===== config.mk =====
export PLATFORM = sky130hd
export DESIGN_NAME = exu_wb_buffer
export DESIGN_NICKNAME = d
export VERILOG_FILES = /design/src/rtl/exu_wb_buffer_pkg.sv /design/src/rtl/exu_wb_fifo.sv /design/src/rtl/exu_wb_buffer.sv
export SDC_FILE = /design/constraint.sdc
export NUM_CORES = 1
export LEC_CHECK = 0
export CORE_MARGIN = 5
export CORE_UTILIZATION = 65
export DETAILED_ROUTE_END_ITERATION = 10
export DONT_BUFFER_PORTS = 1
export PLACE_DENSITY = 0.83
export SLEW_MARGIN = 20
export SYNTH_ARGS = -nofsm -noshare
export SYNTH_HDL_FRONTEND = slang
export SYNTH_HIERARCHICAL = 1
export SYNTH_SLANG_ARGS = --single-unit

===== constraint.sdc =====
create_clock -name clk -period 2.65 [get_ports clk]
set_input_delay 0.3975 -clock clk [delete_from_list [all_inputs] [get_ports clk]]
set_output_delay 0.3975 -clock clk [all_outputs]
set_load 0.005 [all_outputs]

===== src/rtl/exu_wb_buffer_pkg.sv =====
// Shared constants for the execute-to-writeback buffer: machine width, branch
// polarity, and the packed entry layout {data, rd, wen}.
package exu_wb_buffer_pkg;
  localparam int             XLEN        = 32;
  localparam logic           TAKE_BRANCH = 1'b1;
  localparam logic [XLEN-1:0] ZERO       = '0;

  // Entry layout for the default register index width; wen sits in bit 0.
  localparam int EXWB_RIDX_W   = 5;
  localparam int EXWB_WEN_OFF  = 0;
  localparam int EXWB_RD_OFF   = 1;
  localparam int EXWB_DATA_OFF = EXWB_RD_OFF + EXWB_RIDX_W;
  localparam int EXWB_ENTRY_W  = EXWB_DATA_OFF + XLEN;

  function automatic int exwb_entry_w(input int ridx_w);
    return 1 + ridx_w + XLEN;
  endfunction
endpackage


===== src/rtl/exu_wb_fifo.sv =====
// Generic registered circular FIFO with flush and a registered ready flag.
// EXU_WB_FWD_EN exposes storage, head pointer and count for forwarding.
module exu_wb_fifo #(
  parameter int DEPTH = 2,
  parameter int W     = 8,
  localparam int PTR_W = $clog2(DEPTH),
  localparam int CNT_W = $clog2(DEPTH + 1)
) (
  input  logic         clk,
  input  logic         rst,
  input  logic         flush,
  input  logic         push,
  input  logic         pop,
  input  logic [W-1:0] din,
  output logic [W-1:0] dout,
  output logic         empty,
  output logic         ready
`ifdef EXU_WB_FWD_EN
  ,
  output logic [DEPTH-1:0][W-1:0] mem_o,
  output logic [PTR_W-1:0]        rd_ptr_o,
  output logic [CNT_W-1:0]        count_o
`endif
);
  logic [DEPTH-1:0][W-1:0] mem;
  logic [PTR_W-1:0]        rd_ptr, wr_ptr;
  logic [CNT_W-1:0]        count, cnt_nxt;
  logic                    do_push, do_pop;

  function automatic logic [PTR_W-1:0] inc(input logic [PTR_W-1:0] p);
    return (p == PTR_W'(DEPTH - 1)) ? '0 : p + 1'b1;
  endfunction

  assign empty   = (count == '0);
  assign do_push = push && ready;
  assign do_pop  = pop && !empty;
  assign dout    = mem[rd_ptr];

  always_comb begin
    cnt_nxt = count;
    if (flush)                cnt_nxt = '0;
    else if (do_push && !do_pop) cnt_nxt = count + 1'b1;
    else if (do_pop && !do_push) cnt_nxt = count - 1'b1;
  end

  // ready is registered, so space freed by a pop becomes usable next cycle
  always_ff @(posedge clk) begin
    if (rst) begin
      mem    <= '0;
      rd_ptr <= '0;
      wr_ptr <= '0;
      count  <= '0;
      ready  <= 1'b1;
    end else begin
      if (flush) begin
        rd_ptr <= '0;
        wr_ptr <= '0;
      end else begin
        if (do_push) begin
          mem[wr_ptr] <= din;
          wr_ptr      <= inc(wr_ptr);
        end
        if (do_pop) rd_ptr <= inc(rd_ptr);
      end
      count <= cnt_nxt;
      ready <= (cnt_nxt != CNT_W'(DEPTH));
    end
  end

`ifdef EXU_WB_FWD_EN
  assign mem_o    = mem;
  assign rd_ptr_o = rd_ptr;
  assign count_o  = count;
`endif
endmodule


===== src/rtl/exu_wb_buffer.sv =====
// Execute-to-writeback buffer: formats ALU results into FIFO entries and issues
// a registered fetch redirect for taken branches/jumps. EXU_WB_FWD_EN adds fwd_* outputs.
module exu_wb_buffer
  import exu_wb_buffer_pkg::*;
#(
  parameter int DEPTH  = 2,
  parameter int RIDX_W = 5
) (
  input  logic              clk,
  input  logic              rst,
  input  logic              ex_valid,
  output logic              ex_ready,
  input  logic [XLEN-1:0]   ex_alu_res,
  input  logic [XLEN-1:0]   ex_pc,
  input  logic [RIDX_W-1:0] ex_rd,
  input  logic              ex_rd_wen,
  input  logic              ex_is_branch,
  input  logic              ex_is_jump,
  input  logic [XLEN-1:0]   ex_br_target,
  input  logic              flush,
  output logic              wb_valid,
  input  logic              wb_ready,
  output logic [XLEN-1:0]   wb_data,
  output logic [RIDX_W-1:0] wb_rd,
  output logic              wb_wen,
  output logic              redir_valid,
  output logic [XLEN-1:0]   redir_pc
`ifdef EXU_WB_FWD_EN
  ,
  output logic              fwd_valid,
  output logic [RIDX_W-1:0] fwd_rd,
  output logic [XLEN-1:0]   fwd_data
`endif
);
  localparam int RD_OFF   = 1;
  localparam int DATA_OFF = RD_OFF + RIDX_W;
  localparam int ENTRY_W  = exwb_entry_w(RIDX_W);
  localparam int PTR_W    = $clog2(DEPTH);
  localparam int CNT_W    = $clog2(DEPTH + 1);

  logic               accept, empty, taken;
  logic [ENTRY_W-1:0] entry, head;
  logic [XLEN-1:0]    e_data;
  logic               e_wen;

  assign accept = ex_valid && ex_ready && !flush;
  assign taken  = ex_is_branch && (ex_alu_res[0] == TAKE_BRANCH);

  // Jumps write the link value; branches and x0 never write
  assign e_data = ex_is_jump ? ex_pc + XLEN'(4) : ex_alu_res;
  assign e_wen  = ex_rd_wen && !ex_is_branch && (ex_rd != '0);
  assign entry  = {e_data, ex_rd, e_wen};

`ifdef EXU_WB_FWD_EN
  logic [DEPTH-1:0][ENTRY_W-1:0] mem;
  logic [PTR_W-1:0]              rd_ptr;
  logic [CNT_W-1:0]              count;
`endif

  exu_wb_fifo #(.DEPTH(DEPTH), .W(ENTRY_W)) u_fifo (
    .clk      (clk),
    .rst      (rst),
    .flush    (flush),
    .push     (accept),
    .pop      (wb_ready),
    .din      (entry),
    .dout     (head),
    .empty    (empty),
    .ready    (ex_ready)
`ifdef EXU_WB_FWD_EN
    ,
    .mem_o    (mem),
    .rd_ptr_o (rd_ptr),
    .count_o  (count)
`endif
  );

  assign wb_valid = !empty;
  assign wb_data  = head[DATA_OFF +: XLEN];
  assign wb_rd    = head[RD_OFF +: RIDX_W];
  assign wb_wen   = head[0];

  always_ff @(posedge clk) begin
    if (rst) begin
      redir_valid <= 1'b0;
      redir_pc    <= ZERO;
    end else begin
      redir_valid <= accept && (taken || ex_is_jump);
      if (accept && ex_is_jump)  redir_pc <= {ex_alu_res[XLEN-1:1], 1'b0};
      else if (accept && taken)  redir_pc <= ex_br_target;
    end
  end

`ifdef EXU_WB_FWD_EN
  // Walk oldest to youngest so the last match is the youngest writer
  always_comb begin
    logic [PTR_W-1:0] idx;
    fwd_valid = 1'b0;
    fwd_rd    = '0;
    fwd_data  = '0;
    idx       = '0;
    for (int i = 0; i < DEPTH; i++) begin
      idx = PTR_W'((int'(rd_ptr) + i) % DEPTH);
      if (i < int'(count) && mem[idx][0]) begin
        fwd_valid = 1'b1;
        fwd_rd    = mem[idx][RD_OFF +: RIDX_W];
        fwd_data  = mem[idx][DATA_OFF +: XLEN];
      end
    end
    if (flush) fwd_valid = 1'b0;
  end
`endif
endmodule


# After elaboration in Yosys (flattened, before gate mapping)
# Cells that the tools add are included.
# W data, S select, Z words.
# classes
mux	13
eq_ne	1
reduce_logical	25
n_bitwise	1
n_addsub	5
n_lt_le_gt_ge	3
# ops
operator	n
$mux W38	3
$mux W32	3
$bwmux W76	1
$demux W38 S1	1
$add A32 B3 Y32 const B	1
$logic_and A1 B1 Y1	13
$mux W2	3
$logic_not A1 Y1	5
$reduce_bool A5 Y1	1
$lt A1 B2 Y1 const B	2
$reduce_or A2 Y1	2
$add A1 B1 Y1 const B	2
$add A2 B1 Y2 const B	1
$logic_not A2 Y1	1
$mux W1	2
$ne A2 B2 Y1 const B	1
$reduce_and A2 Y1	1
$reduce_bool A2 Y1	1
$sub A2 B1 Y2 const B	1
$ge A1 B1 Y1 const B	1
$logic_or A1 B1 Y1	1
$not A1 Y1	1
# totals
reg_bits	114
out_inout_bits	73
inputBits	109

# Longest topological paths before layout
# logic_depth
ltp_word	9
depth_mapped	8
ltp_nobuf	7

# Hierarchy
# The synthesis kept the hierarchy.
# modules_own_cells
module	cells_each	instances	seq_area_each_um2	area_each_um2
exu_wb_fifo	405	1	1621.6	3367.0
exu_wb_buffer	290	1	660.6	2244.7

# Least setup slack after synthesis
# No wires, ideal clock.
# synth_timing
path_type	input -> register
startpoint	input port ex_pc[2]
endpoint	register u_fifo/mem[70] (netlist name)
path_buffers	1
required_ns	2.580
arrival_ns	1.818
path_stages	8
setup_ns	0.070
setup_slack_ns	0.761
path_cell_list	ha_1 -> and4_1 -> buf_2 -> nand3_2 -> or4_1 -> a31oi_1 -> nand2_1 -> a21oi_1
# synth_between
elab_chain_cells	3
# synth_lines
element	line_no	text
start, declared	exu_wb_buffer.sv:14	input logic [XLEN-1:0] ex_pc,
$add A32 B3 Y32	exu_wb_buffer.sv:50	assign e_data = ex_is_jump ? ex_pc + XLEN'(4) : ex_alu_res;
$mux W32	exu_wb_buffer.sv:50	
net e_data[26]	exu_wb_buffer.sv:43	logic [XLEN-1:0] e_data;
$bwmux W76	exu_wb_fifo.sv:60	mem[wr_ptr] <= din;
end signal, assigned by index	exu_wb_fifo.sv:60	
end, declared	exu_wb_fifo.sv:25	logic [DEPTH-1:0][W-1:0] mem;
# The timed path passes the listed nets, and every way through them passes these cells.
# A chain may end at the register's enable or synchronous reset.

# Final worst setup path
# layout_timing
startpoint	register u_fifo.ready
endpoint	register redir_pc[24]
# layout_between
elab_chain_cells	4
# layout_lines
element	line_no	text
start, declared	exu_wb_fifo.sv:17	output logic ready
start signal, assigned	exu_wb_fifo.sv:66	ready <= (cnt_nxt != CNT_W'(DEPTH));
$logic_and A1 B1 Y1 * (2 in series)	exu_wb_buffer.sv:46	assign accept = ex_valid && ex_ready && !flush;
$logic_and A1 B1 Y1, on equally long branches	exu_wb_buffer.sv:89, exu_wb_buffer.sv:90	
$mux W32 or $reduce_bool A2 Y1 (tied branches)	--	
end signal, assigned	exu_wb_buffer.sv:89	if (accept && ex_is_jump) redir_pc <= {ex_alu_res[XLEN-1:1], 1'b0};
end signal, assigned	exu_wb_buffer.sv:90	else if (accept && taken) redir_pc <= ex_br_target;
end, declared	exu_wb_buffer.sv:27	output logic [XLEN-1:0] redir_pc
# Every way passes the cells marked *; elsewhere a longest branch is shown, timed or not.

==> summary.md <==
| Metric | Value |
|---|---|
| Sequential element share of the synthesized area | 40.7% |
| CP Class | reg -> reg |
| Die Wd | 103 um |
| Diode count | 0 |
| Vias per inst | 6.62 |
| Syn_nets | 806 |
| Drc violations | 0 |
| Top_reg_cell synth | dfxtp_1 |
| Final ANT Viol Nets | 0 |
| Yosys top cell by area | dfxtp_1 |
| IO buf count | 0 |
| Period utilisation layout | 84.2% |
| Post-synthesis average cell area | 8.07 um2 |
| VDD IR max | 422 uV |
| CP Launch Type | register |
| Hpwl dp | 11600 um |
| Tmin final | 2230 ps |
| Yosys reg bits | 114 |
| Setup Viol. Count Final | 0 |
| Final setup margin | 418 ps |
| Hold WC Path Type | in -> reg |
| Largest cells by area after synthesis | dfxtp_1, nand2_1, mux2_2 |
| GRT Util Overall | 31.6% |
| Worst slack, placed | 480 ps |
| Pin count of the biggest net entering global routing | 110 |
| Vias in the first global route | 5170 |
| Count leader, synth | nand2_1 |
| Finished Cell Area | 6210 um2 |
| Placement row count | 33 |
| Gates resized, CTS repair | 0 |
| Setup Fix Bufs, Post-CTS | 0 |
| Ys async rst share | 0% |
| Initial DRC count | 719 |
| Post-synth top area share | 40.7% |
| YS warnings | 6 |
| Most instantiated cells after synthesis | nand2_1, dfxtp_1, a21oi_1 |
| Worst-path clk slew | 50 ps |
| Multi-input logic area | 3040 um2 |
| Layout Cells excl Fill | 786 |
| Crit path DAT | 2660 ps |
| Routability Congestion | 0.888 |
| Final wirelength | 16800 um |
| Vias | 5201 |
| Core ar. | 8300 um2 |
| Slew HR | 37.6% |
| Initial Utilization | 67.6% |
| Fillers | 629 |
| First-pass GRT wire length | 26000 um |
| Die height | 103 um |
| Max-Cap Viols | 0 |
| Share of post-route cells with drive strength above 1 | 13.4% |
| Crit. End Element | register |
| Synthesized area | 5610 um2 |
| Status | finished, final reports clean |
| Drt first pass iters | 7 |
| Cts bufs inserted | 17 |
| Worst-Margin Slew | 936 ps |
| Area growth syn-to-layout | 10.6% |
| RSZ-0062 raised after global routing | no |
| Fin. Hold Viols | 0 |
| Sink Count | 114 |
| Initial antenna violation count | 0 |
| Die Area | 10600 um2 |
| Worst Skew | 8.32 ps |
| Power per cell area | 717 nW/um2 |
| Post-synth EDFFs | 0 |
| Final core occ | 74.8% |
| GRT Residual Overflow | 0 |
| Sum Neg Setup Slack | 0 ps |
| Critical Path Fanout Max | 25 |
| CTS tree | built |
| Wire length per cell | 21.3 um |
| Root Buffer | clkbuf_8 |
| Synth Instances | 695 |
| Synth unique cells | 48 |
| Seq. cell area | 2280 um2 |
| Final slew viol count | 0 |
| Clock Tree Buf Depth | 2 |
| R2r setup slk | 420 ps |
| Fmax achieved | 448 MHz |
| Worst skew pair latency | 510 ps |
| Final net count | 780 |
| Hold_buf cts | 1 |
| H-tree depth | 4 |
| Leakage Power | 2.17 nW |
| Placed inst area | 5570 um2 |
| Ports | 182 |
| Worst Path Required | 3080 ps |
| Dpl cells | 754 |
cell usage in the layout (no fill, tap or decap), drive strengths merged, types with 13 or more instances in the layout:
cell type and n:
mux2 41, clkbuf 21, a21oi 89, dfxtp 114, nand2 165, or4 13
a222oi 25, a31oi 17, nor2 66
worst paths after layout:
path | from | endpoint | cells past startpoint
worst max register to register | u_fifo/ready$_SDFF_PP1_ | redir_pc[24]$_SDFFE_PP0P_ | 4
worst min register to register | u_fifo/mem[37]$_SDFFE_PP0P_ | u_fifo/mem[37]$_SDFFE_PP0P_ | 2
worst max-delay path | u_fifo/ready$_SDFF_PP1_ | redir_pc[24]$_SDFFE_PP0P_ | 4
worst min-delay path | ex_rd[4] | u_fifo/mem[5]$_SDFFE_PP0P_ | 2
power breakdown:
group / switching [mW] / internal (mW)
Combinational: 0.191 / 0.130
Sequential: 0.0347 / 1.77
Clock: 0.762 / 1.56
Total: 0.988 / 3.46
critical path, stage by stage, from the launching register on:
cell,delay [ps]
dfxtp_1,480
and3b_1,430
and3b_1,840
a222oi_1,230
nor2_1,160
area by class of cell:
class | count | area share, %
Tap cell | 105 | 2.12
Clock buffer | 21 | 7.23
Clock inverter | 10 | 2.54
Sequential cell | 114 | 36.8
Inverter | 6 | 0.363
Multi-Input combinational cell | 518 | 49.0
Timing Repair Buffer | 12 | 1.98
metrics by stage:
stage | hold slack (ps) | total power, mW
after floorplan | 433 | 2.09
after global placement | 432 | 2.11
after detailed placement | 438 | 2.12
after CTS | 19.7 | 4.45
after global routing | 19.7 | 4.60
final | 36.3 | 4.45
per-layer routing:
metal | GRT usage, % | wire, um | part of all wire (%) | vias up
met5 | 0 | 0 | 0 | -
met4 | 12.0 | 503 | 3.0 | 0
met3 | 11.5 | 1810 | 11 | 50
met2 | 53.6 | 8420 | 50 | 266
met1 | 36.4 | 6030 | 36 | 2473
li1 | - | - | - | 2412
kinds of logic after synthesis:
family | Yosys count | share of synthesized area (%)
buffers and inverters | 63 | 5.13
AO/OA/AOI/OAI | 159 | 17.9
AND/OR/NAND/NOR | 294 | 23.8
flip-flops | 114 | 40.7
XOR/XNOR | 14 | 2.43
multiplexers | 48 | 9.48
adder cells (fa/ha/maj) | 3 | 0.647
sequential cells by signal, indices dropped and copies added, names as in the netlist:
register / flops
redir_valid: 1
u_fifo/mem: 76
u_fifo/wr_ptr: 1
u_fifo/ready: 1
u_fifo/rd_ptr: 1
redir_pc: 32
u_fifo/count: 2
(Power assumes the default switching activity.)
